## config.mk

```make
export PLATFORM = sky130hd
export DESIGN_NAME = bus_trace_uart
export DESIGN_NICKNAME = d
export VERILOG_FILES = /design/src/rtl/bus_trace_uart.sv
export SDC_FILE = /design/constraint.sdc
export NUM_CORES = 1
export LEC_CHECK = 0
export ABC_AREA = 1
export CORE_ASPECT_RATIO = 1.75
export CORE_MARGIN = 2
export CORE_UTILIZATION = 42
export DETAILED_ROUTE_END_ITERATION = 10
export GPL_TIMING_DRIVEN = 0
export PLACE_DENSITY = 0.66
export RECOVER_POWER = 50
export SETUP_SLACK_MARGIN = 0.3
export SYNTH_ARGS = -nofsm -noshare
export SYNTH_HDL_FRONTEND = slang
export SYNTH_SLANG_ARGS = --single-unit
```

## constraint.sdc

```tcl
create_clock -name clk -period 4.7 [get_ports clk]
set_input_delay 1.41 -clock clk [delete_from_list [all_inputs] [get_ports clk]]
set_output_delay 1.41 -clock clk [all_outputs]
set_load 0.01 [all_outputs]
```

## src/rtl/bus_trace_uart.sv

```systemverilog
// Z80 bus cycle tracer: synchronizes bus strobes, queues cycle records in a FIFO and
// streams each as a framed 8N1 UART message. Optional timestamps: BUS_TRACE_TIMESTAMP_EN.
module bus_trace_uart #(
  parameter int unsigned ADDR_W     = 16,
  parameter int unsigned FIFO_DEPTH = 16,
  parameter int unsigned BAUD_DIV   = 20
) (
  input  logic              clk,
  input  logic              rst,
  input  logic              MREQ_n,
  input  logic              IORQ_n,
  input  logic              RD_n,
  input  logic              WR_n,
  input  logic [ADDR_W-1:0] A,
  input  logic [7:0]        D,
  input  logic [3:0]        type_en,
  output logic              txd,
  output logic              busy,
  output logic [7:0]        drop_cnt
);

  localparam int unsigned PW = $clog2(FIFO_DEPTH);
  localparam int unsigned TW = $clog2(BAUD_DIV);
`ifdef BUS_TRACE_TIMESTAMP_EN
  localparam int unsigned FRAME_LEN = 7;
  localparam int unsigned REC_W     = 42;
  localparam logic        TS_FLAG   = 1'b1;
`else
  localparam int unsigned FRAME_LEN = 5;
  localparam int unsigned REC_W     = 26;
  localparam logic        TS_FLAG   = 1'b0;
`endif

  typedef enum logic [2:0] {IDLE, LOAD, START, DATA, STOP} state_t;

  logic [3:0]        strb_s1, strb_s2;
  logic [ADDR_W-1:0] a_s1, a_s2, addr_lat;
  logic [7:0]        d_s1, d_s2, data_lat;
  logic [3:0]        cyc_n, prev_n, rel, cand;
  logic              gen;
  logic [1:0]        gen_type;
  logic [15:0]       addr_ext;
  logic [REC_W-1:0]  rec_in, cur_rec;

  logic [REC_W-1:0]  mem [FIFO_DEPTH];
  logic [PW-1:0]     wr_ptr, rd_ptr;
  logic [PW:0]       count;
  logic              full, empty, push, pop, drop;

  state_t            state, state_next;
  logic [TW-1:0]     tmr, tmr_next;
  logic              tmr_last, tmr_prelast, more_bytes;
  logic [2:0]        bit_idx, byte_idx;
  logic [7:0]        shreg, frame_byte;

  // Strobe order in the synchronizer: {WR_n, RD_n, IORQ_n, MREQ_n}
  always_ff @(posedge clk) begin
    if (rst) begin
      strb_s1 <= '1;
      strb_s2 <= '1;
      prev_n  <= '1;
      a_s1    <= '0;
      a_s2    <= '0;
      d_s1    <= '0;
      d_s2    <= '0;
    end else begin
      strb_s1 <= {WR_n, RD_n, IORQ_n, MREQ_n};
      strb_s2 <= strb_s1;
      prev_n  <= cyc_n;
      a_s1    <= A;
      a_s2    <= a_s1;
      d_s1    <= D;
      d_s2    <= d_s1;
    end
  end

  always_comb begin
    cyc_n[0] = strb_s2[0] | strb_s2[2];
    cyc_n[1] = strb_s2[0] | strb_s2[3];
    cyc_n[2] = strb_s2[1] | strb_s2[2];
    cyc_n[3] = strb_s2[1] | strb_s2[3];
  end

  assign rel  = ~prev_n & cyc_n;
  assign cand = rel & type_en;
  assign gen  = |cand;

  always_comb begin
    gen_type = 2'd3;
    if (cand[0])      gen_type = 2'd0;
    else if (cand[1]) gen_type = 2'd1;
    else if (cand[2]) gen_type = 2'd2;
  end

  always_ff @(posedge clk) begin
    if (rst) begin
      addr_lat <= '0;
      data_lat <= '0;
    end else if (~&cyc_n) begin
      addr_lat <= a_s2;
      data_lat <= d_s2;
    end
  end

  always_comb begin
    addr_ext                = '0;
    addr_ext[ADDR_W-1:0]    = addr_lat;
  end

`ifdef BUS_TRACE_TIMESTAMP_EN
  logic [15:0] ts;

  always_ff @(posedge clk) begin
    if (rst) ts <= '0;
    else     ts <= ts + 16'd1;
  end

  assign rec_in = {ts, gen_type, addr_ext, data_lat};
`else
  assign rec_in = {gen_type, addr_ext, data_lat};
`endif

  assign full  = (count == (PW+1)'(FIFO_DEPTH));
  assign empty = (count == '0);
  // A pop in the same cycle frees a slot, so a full FIFO still accepts the push.
  assign push  = gen && (!full || pop);
  assign drop  = gen && full && !pop;

  always_ff @(posedge clk) begin
    if (push) mem[wr_ptr] <= rec_in;
  end

  always_ff @(posedge clk) begin
    if (rst) begin
      wr_ptr   <= '0;
      rd_ptr   <= '0;
      count    <= '0;
      drop_cnt <= '0;
    end else begin
      if (push) wr_ptr <= wr_ptr + PW'(1);
      if (pop)  rd_ptr <= rd_ptr + PW'(1);
      if (push && !pop)      count <= count + (PW+1)'(1);
      else if (!push && pop) count <= count - (PW+1)'(1);
      if (drop && drop_cnt != 8'hFF) drop_cnt <= drop_cnt + 8'd1;
    end
  end

  assign tmr_last    = (tmr == TW'(BAUD_DIV - 1));
  assign tmr_prelast = (tmr == TW'(BAUD_DIV - 2));
  assign tmr_next    = tmr_last ? '0 : tmr + TW'(1);
  assign more_bytes  = (byte_idx != 3'(FRAME_LEN - 1));

  always_ff @(posedge clk) begin
    if (rst) state <= IDLE;
    else     state <= state_next;
  end

  // Between bytes STOP hands over one cycle early; the LOAD cycle supplies the final
  // stop-bit clock so consecutive bytes stay exactly 10*BAUD_DIV apart.
  always_comb begin
    state_next = state;
    pop        = 1'b0;
    case (state)
      IDLE: begin
        if (!empty) begin
          pop        = 1'b1;
          state_next = LOAD;
        end
      end
      LOAD:  state_next = START;
      START: if (tmr_last) state_next = DATA;
      DATA:  if (tmr_last && bit_idx == 3'd7) state_next = STOP;
      STOP: begin
        if (more_bytes && tmr_prelast)       state_next = LOAD;
        else if (!more_bytes && tmr_last)    state_next = IDLE;
      end
      default: state_next = IDLE;
    endcase
  end

  always_comb begin
    frame_byte = '0;
    case (byte_idx)
      3'd0: frame_byte = 8'h5A;
      3'd1: frame_byte = {TS_FLAG, 5'b0, cur_rec[25:24]};
      3'd2: frame_byte = cur_rec[23:16];
      3'd3: frame_byte = cur_rec[15:8];
      3'd4: frame_byte = cur_rec[7:0];
`ifdef BUS_TRACE_TIMESTAMP_EN
      3'd5: frame_byte = cur_rec[41:34];
      3'd6: frame_byte = cur_rec[33:26];
`endif
      default: frame_byte = '0;
    endcase
  end

  always_ff @(posedge clk) begin
    if (rst) begin
      tmr      <= '0;
      bit_idx  <= '0;
      byte_idx <= '0;
      shreg    <= '1;
      cur_rec  <= '0;
    end else begin
      case (state)
        IDLE: begin
          tmr      <= '0;
          byte_idx <= '0;
          if (pop) cur_rec <= mem[rd_ptr];
        end
        LOAD: begin
          tmr     <= '0;
          bit_idx <= '0;
          shreg   <= frame_byte;
        end
        START: tmr <= tmr_next;
        DATA: begin
          tmr <= tmr_next;
          if (tmr_last) begin
            shreg   <= {1'b1, shreg[7:1]};
            bit_idx <= bit_idx + 3'd1;
          end
        end
        STOP: begin
          tmr <= tmr_next;
          if (more_bytes && tmr_prelast) byte_idx <= byte_idx + 3'd1;
        end
        default: tmr <= '0;
      endcase
    end
  end

  always_comb begin
    txd = 1'b1;
    if (state == START)     txd = 1'b0;
    else if (state == DATA) txd = shreg[0];
  end

  assign busy = !empty || (state != IDLE);

endmodule
```

---- Yosys cells after proc, flatten, opt, wreduce, memory -nomap -nowiden ----
Memory sizes are Yosys's and may differ from the RTL's. A register that Yosys moved wholly into a read port is not among the register bits.
Index checks and enable logic that the tools add are counted.
operators by class
  bitwise logic cells ..................... 8
  reductions and logical operators ........ 31
  add/sub/neg operators ................... 8
  eq/ne operators ......................... 20
  multiplexer cells ....................... 24
operators by type and width
  kind                   count
  $pmux W8 S5            1
  $mux W3                7
  $pmux W8 S2            1
  $eq A5 B5 Y1 const B   3
  $pmux W3 S5            1
  $eq A3 B2 Y1 const B   4
  $pmux W3 S2            2
  $add A5 B1 Y5 const B  2
  $mux W5                2
  $ne A2 B2 Y1 const B   5
  $eq A3 B3 Y1 const B   3
  $logic_and A1 B1 Y1    9
  $add A4 B1 Y4 const B  2
  $add A8 B1 Y8 const B  1
  $and A4 B4 Y4          2
  $mux W8                1
  $ne A8 B8 Y1 const B   1
  $reduce_and A4 Y1      2
  $mux W1                7
  $add A3 B1 Y3 const B  2
  $eq A3 B1 Y1 const B   2
  $logic_not A3 Y1       2
  $ne A3 B3 Y1 const B   2
  $reduce_and A2 Y1      3
  other kinds (12)       24
storage, ports and cells
  logic and storage cells ................. 110
  memories kept ........................... 1
  RAM bits ................................ 416
  input bits .............................. 34
  output and inout bits ................... 10
  flip-flop bits (word level) ............. 127
memories
  memory  words  width  rd ports  clocked after memory_dff  wr ports  RTL line  source
  mem     16     26     1         1                         1         45        logic [REC_W-1:0] mem [FIFO_DEPTH];

---- Longest topological paths before layout ----
  word-level depth ........................ 9
  mapped depth ............................ 16
  mapped depth without buffers ............ 16

---- Worst setup path before layout ----
OpenSTA, ideal clock, no wires.
  path kind ............................... input -> register
  start point ............................. input port type_en[0]
  end point ............................... memory mem[0][0] (enable)
  path buffers ............................ 0
  stages .................................. 8
  arrival time ............................ 3.320 ns
  slack ................................... 0.972 ns
  library setup time ...................... 0.409 ns
  required time ........................... 4.291 ns
  cell sequence ........................... nand2_1 nor2_1 nor2_1 nand2_2 nand2_4 inv_2 nand2_1 nor2_1
on the way
  longest elaborated chain between the ends .. 5
RTL lines
  element                        RTL line  source
  from (decl)                    16        input logic [3:0] type_en,
  $and A4 B4 Y4                  85        assign cand = rel & type_en;
  $reduce_or A4 Y1               86        assign gen = |cand;
  $logic_and A1 B1 Y1            126       assign push = gen && (!full || pop);
  named net push                 48        logic full, empty, push, pop, drop;
  $mux W1                        130       if (push) mem[wr_ptr] <= rec_in;
  $mux W1 (not written as such)  130
  to (decl)                      45
The timed path passes the listed nets, and every way through them passes these cells.

---- Worst setup path after layout ----
  start point ............................. input port type_en[1]
  end point ............................... register count[4]
on the way
  longest elaborated chain between the ends .. 6
  elaborated cells between the ends (all ways) .. 8
  those cells by class .................... 1 x mux; 1 x bitwise; 6 x reduce/logical
RTL lines
  element                       RTL line  source
  $and A4 B4 Y4 (*)             85
  $reduce_or A4 Y1 (*)          86
  $logic_and A1 B1 Y1 (*)       126
  named net push                48
  $logic_not A1 Y1              143       else if (!push && pop) count <= count - (PW+1)'(1);
  $logic_and A1 B1 Y1           143
  $reduce_bool A2 Y1 (no line)  --
  to (signal assigned)          142       if (push && !pop) count <= count + (PW+1)'(1);
  to (signal assigned)          143
  to (decl)                     47        logic [PW:0] count;
The timed path passes the listed nets; every way through them passes the cells marked *.
A chain may end at the register's enable or synchronous reset.

==> flow_metrics.env <==
export IMPL_synth_mux_area_frac=0.0004308
export IMPL_max_cap_violations=0
export IMPL_cp_slowest_stage_delay_ps=550
export IMPL_avgSynthCellArea_um2=9.951
export IMPL_h_tree_depth=2
export IMPL_hold_path_class="reg -> reg"
export IMPL_fin_crit_sh=0.9104
export IMPL_ff2ff_setup_slack_ps=1340
export IMPL_cp_common_cell="nand2_1"
export IMPL_cp_start_kind="primary input"
export IMPL_drt_iter0_markers=1235
export IMPL_die_w_um=181.8
export IMPL_final_core_util=0.4815
export IMPL_routedWlPerCell_um=19.75
export IMPL_synth_xor_area_frac=0.004523
export IMPL_crit_type="in -> reg"
export IMPL_drv_slew=0
export IMPL_grtUsageTotal=0.2200
export IMPL_p_per_area_nw_per_um2=489.5
export IMPL_min_period_ps=4279
export IMPL_grt_max_degree=27
export IMPL_setup_viol=0
export IMPL_grt_pass1_wl_um=94080
export IMPL_drive_above_1_share=0.07313
export IMPL_grt_pass1_vias=16320
export IMPL_crit_path_end_kind="register"
export IMPL_synth_compound_area_frac=0.02509
export IMPL_synthCells=2335
export IMPL_cts_tree="yes"
export IMPL_report_final_hold_viol_count=0
export IMPL_netlist_area_leader_share=0.5376
export IMPL_synthAdderAreaFrac=0.01109
export IMPL_synth_nets=2389
export IMPL_dieHeight_um=315.2
export IMPL_hold_worst_slack_ps=399.1
export IMPL_critPathRequiredTime_ps=5200
export IMPL_synth_warnings=0
export IMPL_status="finished, final reports clean"
export IMPL_diodes=0
export IMPL_antenna_found_initial=0
export IMPL_core_area_um2=54920
export IMPL_worst_pin_slew_ps=1014
export IMPL_cts_made_buffers=47
export IMPL_row_count=114
export IMPL_cts_setup_buffers=0
export IMPL_ir_worst_vdd_mv=0.3993
export IMPL_root_buffer="clkbuf_16"
export IMPL_synth_top_area_cell="edfxtp_1"
export IMPL_worstPathCellList="dlygate4sd3_1 -> nand2_1 -> nor2_1 -> nor2_2 -> nand2_2 -> nand2_4 -> inv_2 -> ha_1 -> inv_1 -> ha_1 -> nand2_1 -> nand2_1 -> a21oi_1 -> xor2_1 -> nand2_1 -> a21oi_1"
export IMPL_rsz0062_at_grt="false"
export IMPL_drc=0
export IMPL_synth_cell_types=36
export IMPL_num_vias=16250
export IMPL_crit_slowest_cell="dlygate4sd3_1"
export IMPL_fp_dieArea_um2=57300
export IMPL_reg2reg_from="strb_s2[0]"
export IMPL_gp_congestion=0.9064
export IMPL_grt_remaining_overflow=0
export IMPL_leakagePower_nw=10.72
export IMPL_num_fill_cells=4841
export IMPL_synth_top_family_by_area="simple AND/OR/NAND/NOR gates"
export IMPL_seq_area_frac_synth=0.6694
export IMPL_syn_cell_area_um2=23240
export IMPL_startpoint="type_en[1]"
export IMPL_io_pin_count=44
export IMPL_viasPerCell=5.126
export IMPL_area_growth_pct=13.78
export IMPL_ant_nets=0
export IMPL_path_max_fanout=17
export IMPL_synth_area_leaders="edfxtp_1 54%, nand2_1 13%, dfxtp_1 13%"
export IMPL_final_cell_mix="823 x nand2_1, 416 x edfxtp_1, 231 x nand3_1"
export IMPL_clockBufferDepth=3
export IMPL_synth_seq_cells=569
export IMPL_hpwl_um=45110
export IMPL_clock_latency_ps=580
export IMPL_synthSimpleGateAreaFrac=0.2305
export IMPL_cp_arrival_ps=4780
export IMPL_hp_start="a_s1[0]"
export IMPL_wl_um=62640
export IMPL_clock_skew_ps=15.70
export IMPL_io_buffers=42
export IMPL_setup_slack_ps=421.2
export IMPL_layout_commonest_cell="nand2_1"
export IMPL_slew_headroom=0.3240
export IMPL_stdcell_count=3171
export IMPL_dr_pass1_iters=5
export IMPL_fmax_mhz=233.7
export IMPL_placed_cells=3085
export IMPL_critPathTopFamily="simple AND/OR/NAND/NOR gates"
export IMPL_fin_nets=2492
export IMPL_initial_utilization=0.4231
export IMPL_pre_cts_ws_ps=-402.3
export IMPL_clkTransAtPathRegs_ps=70
export IMPL_path_buf_inv=3
export IMPL_clock_sinks=569
## flip-flops by register name, indices dropped and copies added (netlist names), 5 cells and up
signal	flops
mem	416
cur_rec	26
a_s1	16
a_s2	16
addr_ext	16
d_s1	8
d_s2	8
data_lat	8
drop_cnt	8
shreg	8
count	5
tmr	5
## routing by layer
metal	wire (um)	vias up	share of wire	global-route usage
li1	-	7804	-	-
met1	20710	7645	0.33	0.2086
met2	34550	599	0.55	0.4363
met3	2770	205	0.044	0.02403
met4	4612	0	0.074	0.1502
met5	0	-	0	0
## worst register-to-register path, cell delays in order (launching register included)
cell	delay (ps)
dfxtp_1	330
nor2_1	150
nor2_1	100
nor2_2	570
nand2_2	410
nand2_4	220
inv_2	130
ha_1	250
inv_1	140
ha_1	300
nand2_1	90
nand2_1	50
a21oi_1	170
xor2_1	180
nand2_1	70
a21oi_1	140
## where the power goes
group | switching (W) | total, W | internal [W]
clock | 0.00177 | 0.00400 | 0.00224
combinational | 0.00227 | 0.00327 | 0.000999
sequential | 0.000144 | 0.00567 | 0.00553
total | 0.00418 | 0.0129 | 0.00877
## path summary, 6_finish.rpt
path / depth (start not counted) / end
worst max-delay path: 16 / count[4]
worst min-delay path: 2 / a_s2[0]
worst max register to register: 15 / count[4]
worst min register to register: 2 / a_s2[0]
## synth_stat cells
| master | n |
|---|---|
| nand2_1 | 823 |
| edfxtp_1 | 416 |
| nor2_1 | 238 |
| nand3_1 | 231 |
| inv_1 | 179 |
| dfxtp_1 | 153 |
| o21ai_0 | 61 |
| a21oi_1 | 36 |
| clkbuf_1 | 33 |
| buf_2 | 24 |
| buf_1 | 19 |
| ha_1 | 19 |
| buf_6 | 18 |
| buf_4 | 16 |
| xor2_1 | 10 |
| nand4_1 | 9 |
| or2_2 | 9 |
| inv_2 | 6 |
| o211ai_1 | 6 |
| o21ai_1 | 5 |
| nand2_2 | 3 |
| nor2_2 | 3 |
| o22ai_1 | 3 |
| inv_4 | 2 |
| xnor2_1 | 2 |
| buf_12 | 1 |
| clkinv_1 | 1 |
| fa_1 | 1 |
| mux2i_1 | 1 |
| nand2_4 | 1 |
| nand3_4 | 1 |
| nand3b_1 | 1 |
| nand4_2 | 1 |
| nor2_4 | 1 |
| nor3b_1 | 1 |
| o221ai_1 | 1 |
## through the flow
step / total power [W] / setup TNS (ps) / cell area [um^2]
3_5_place_dp: 0.009023 / -1480 / 24870
3_3_place_gp: 0.008957 / -443370 / 24530
6_report: 0.01294 / 0 / 26440
2_1_floorplan: 0.007851 / 0 / 23240
4_1_cts: 0.01298 / 0 / 26440
5_1_grt: 0.01346 / 0 / 26440
## layout make-up
type	instances	area (um^2)	area share
Sequential cell	569	15550	0.5883
Timing Repair Buffer	54	650.6	0.02461
Tap cell	696	870.8	0.03294
Inverter	188	710.7	0.02688
Clock inverter	20	177.7	0.006720
Clock buffer	66	1393	0.05267
Multi-Input combinational cell	1467	6429	0.2432
Buffer	111	653.1	0.02470
## cell families after synthesis
logic type | Yosys count
AOI/OAI and AO/OA | 112
buffers and inverters | 299
and+or+nand+nor | 1322
adders and majority gates | 20
xor gates and xnor gates | 12
muxes | 1
DFF | 569
## timing repair
item,in CTS,in global routing
endpoints found under the setup margin,2,0
gates resized for setup,1,0
hold buffers,0,0
Note: power is estimated with default switching activity, not from simulation.
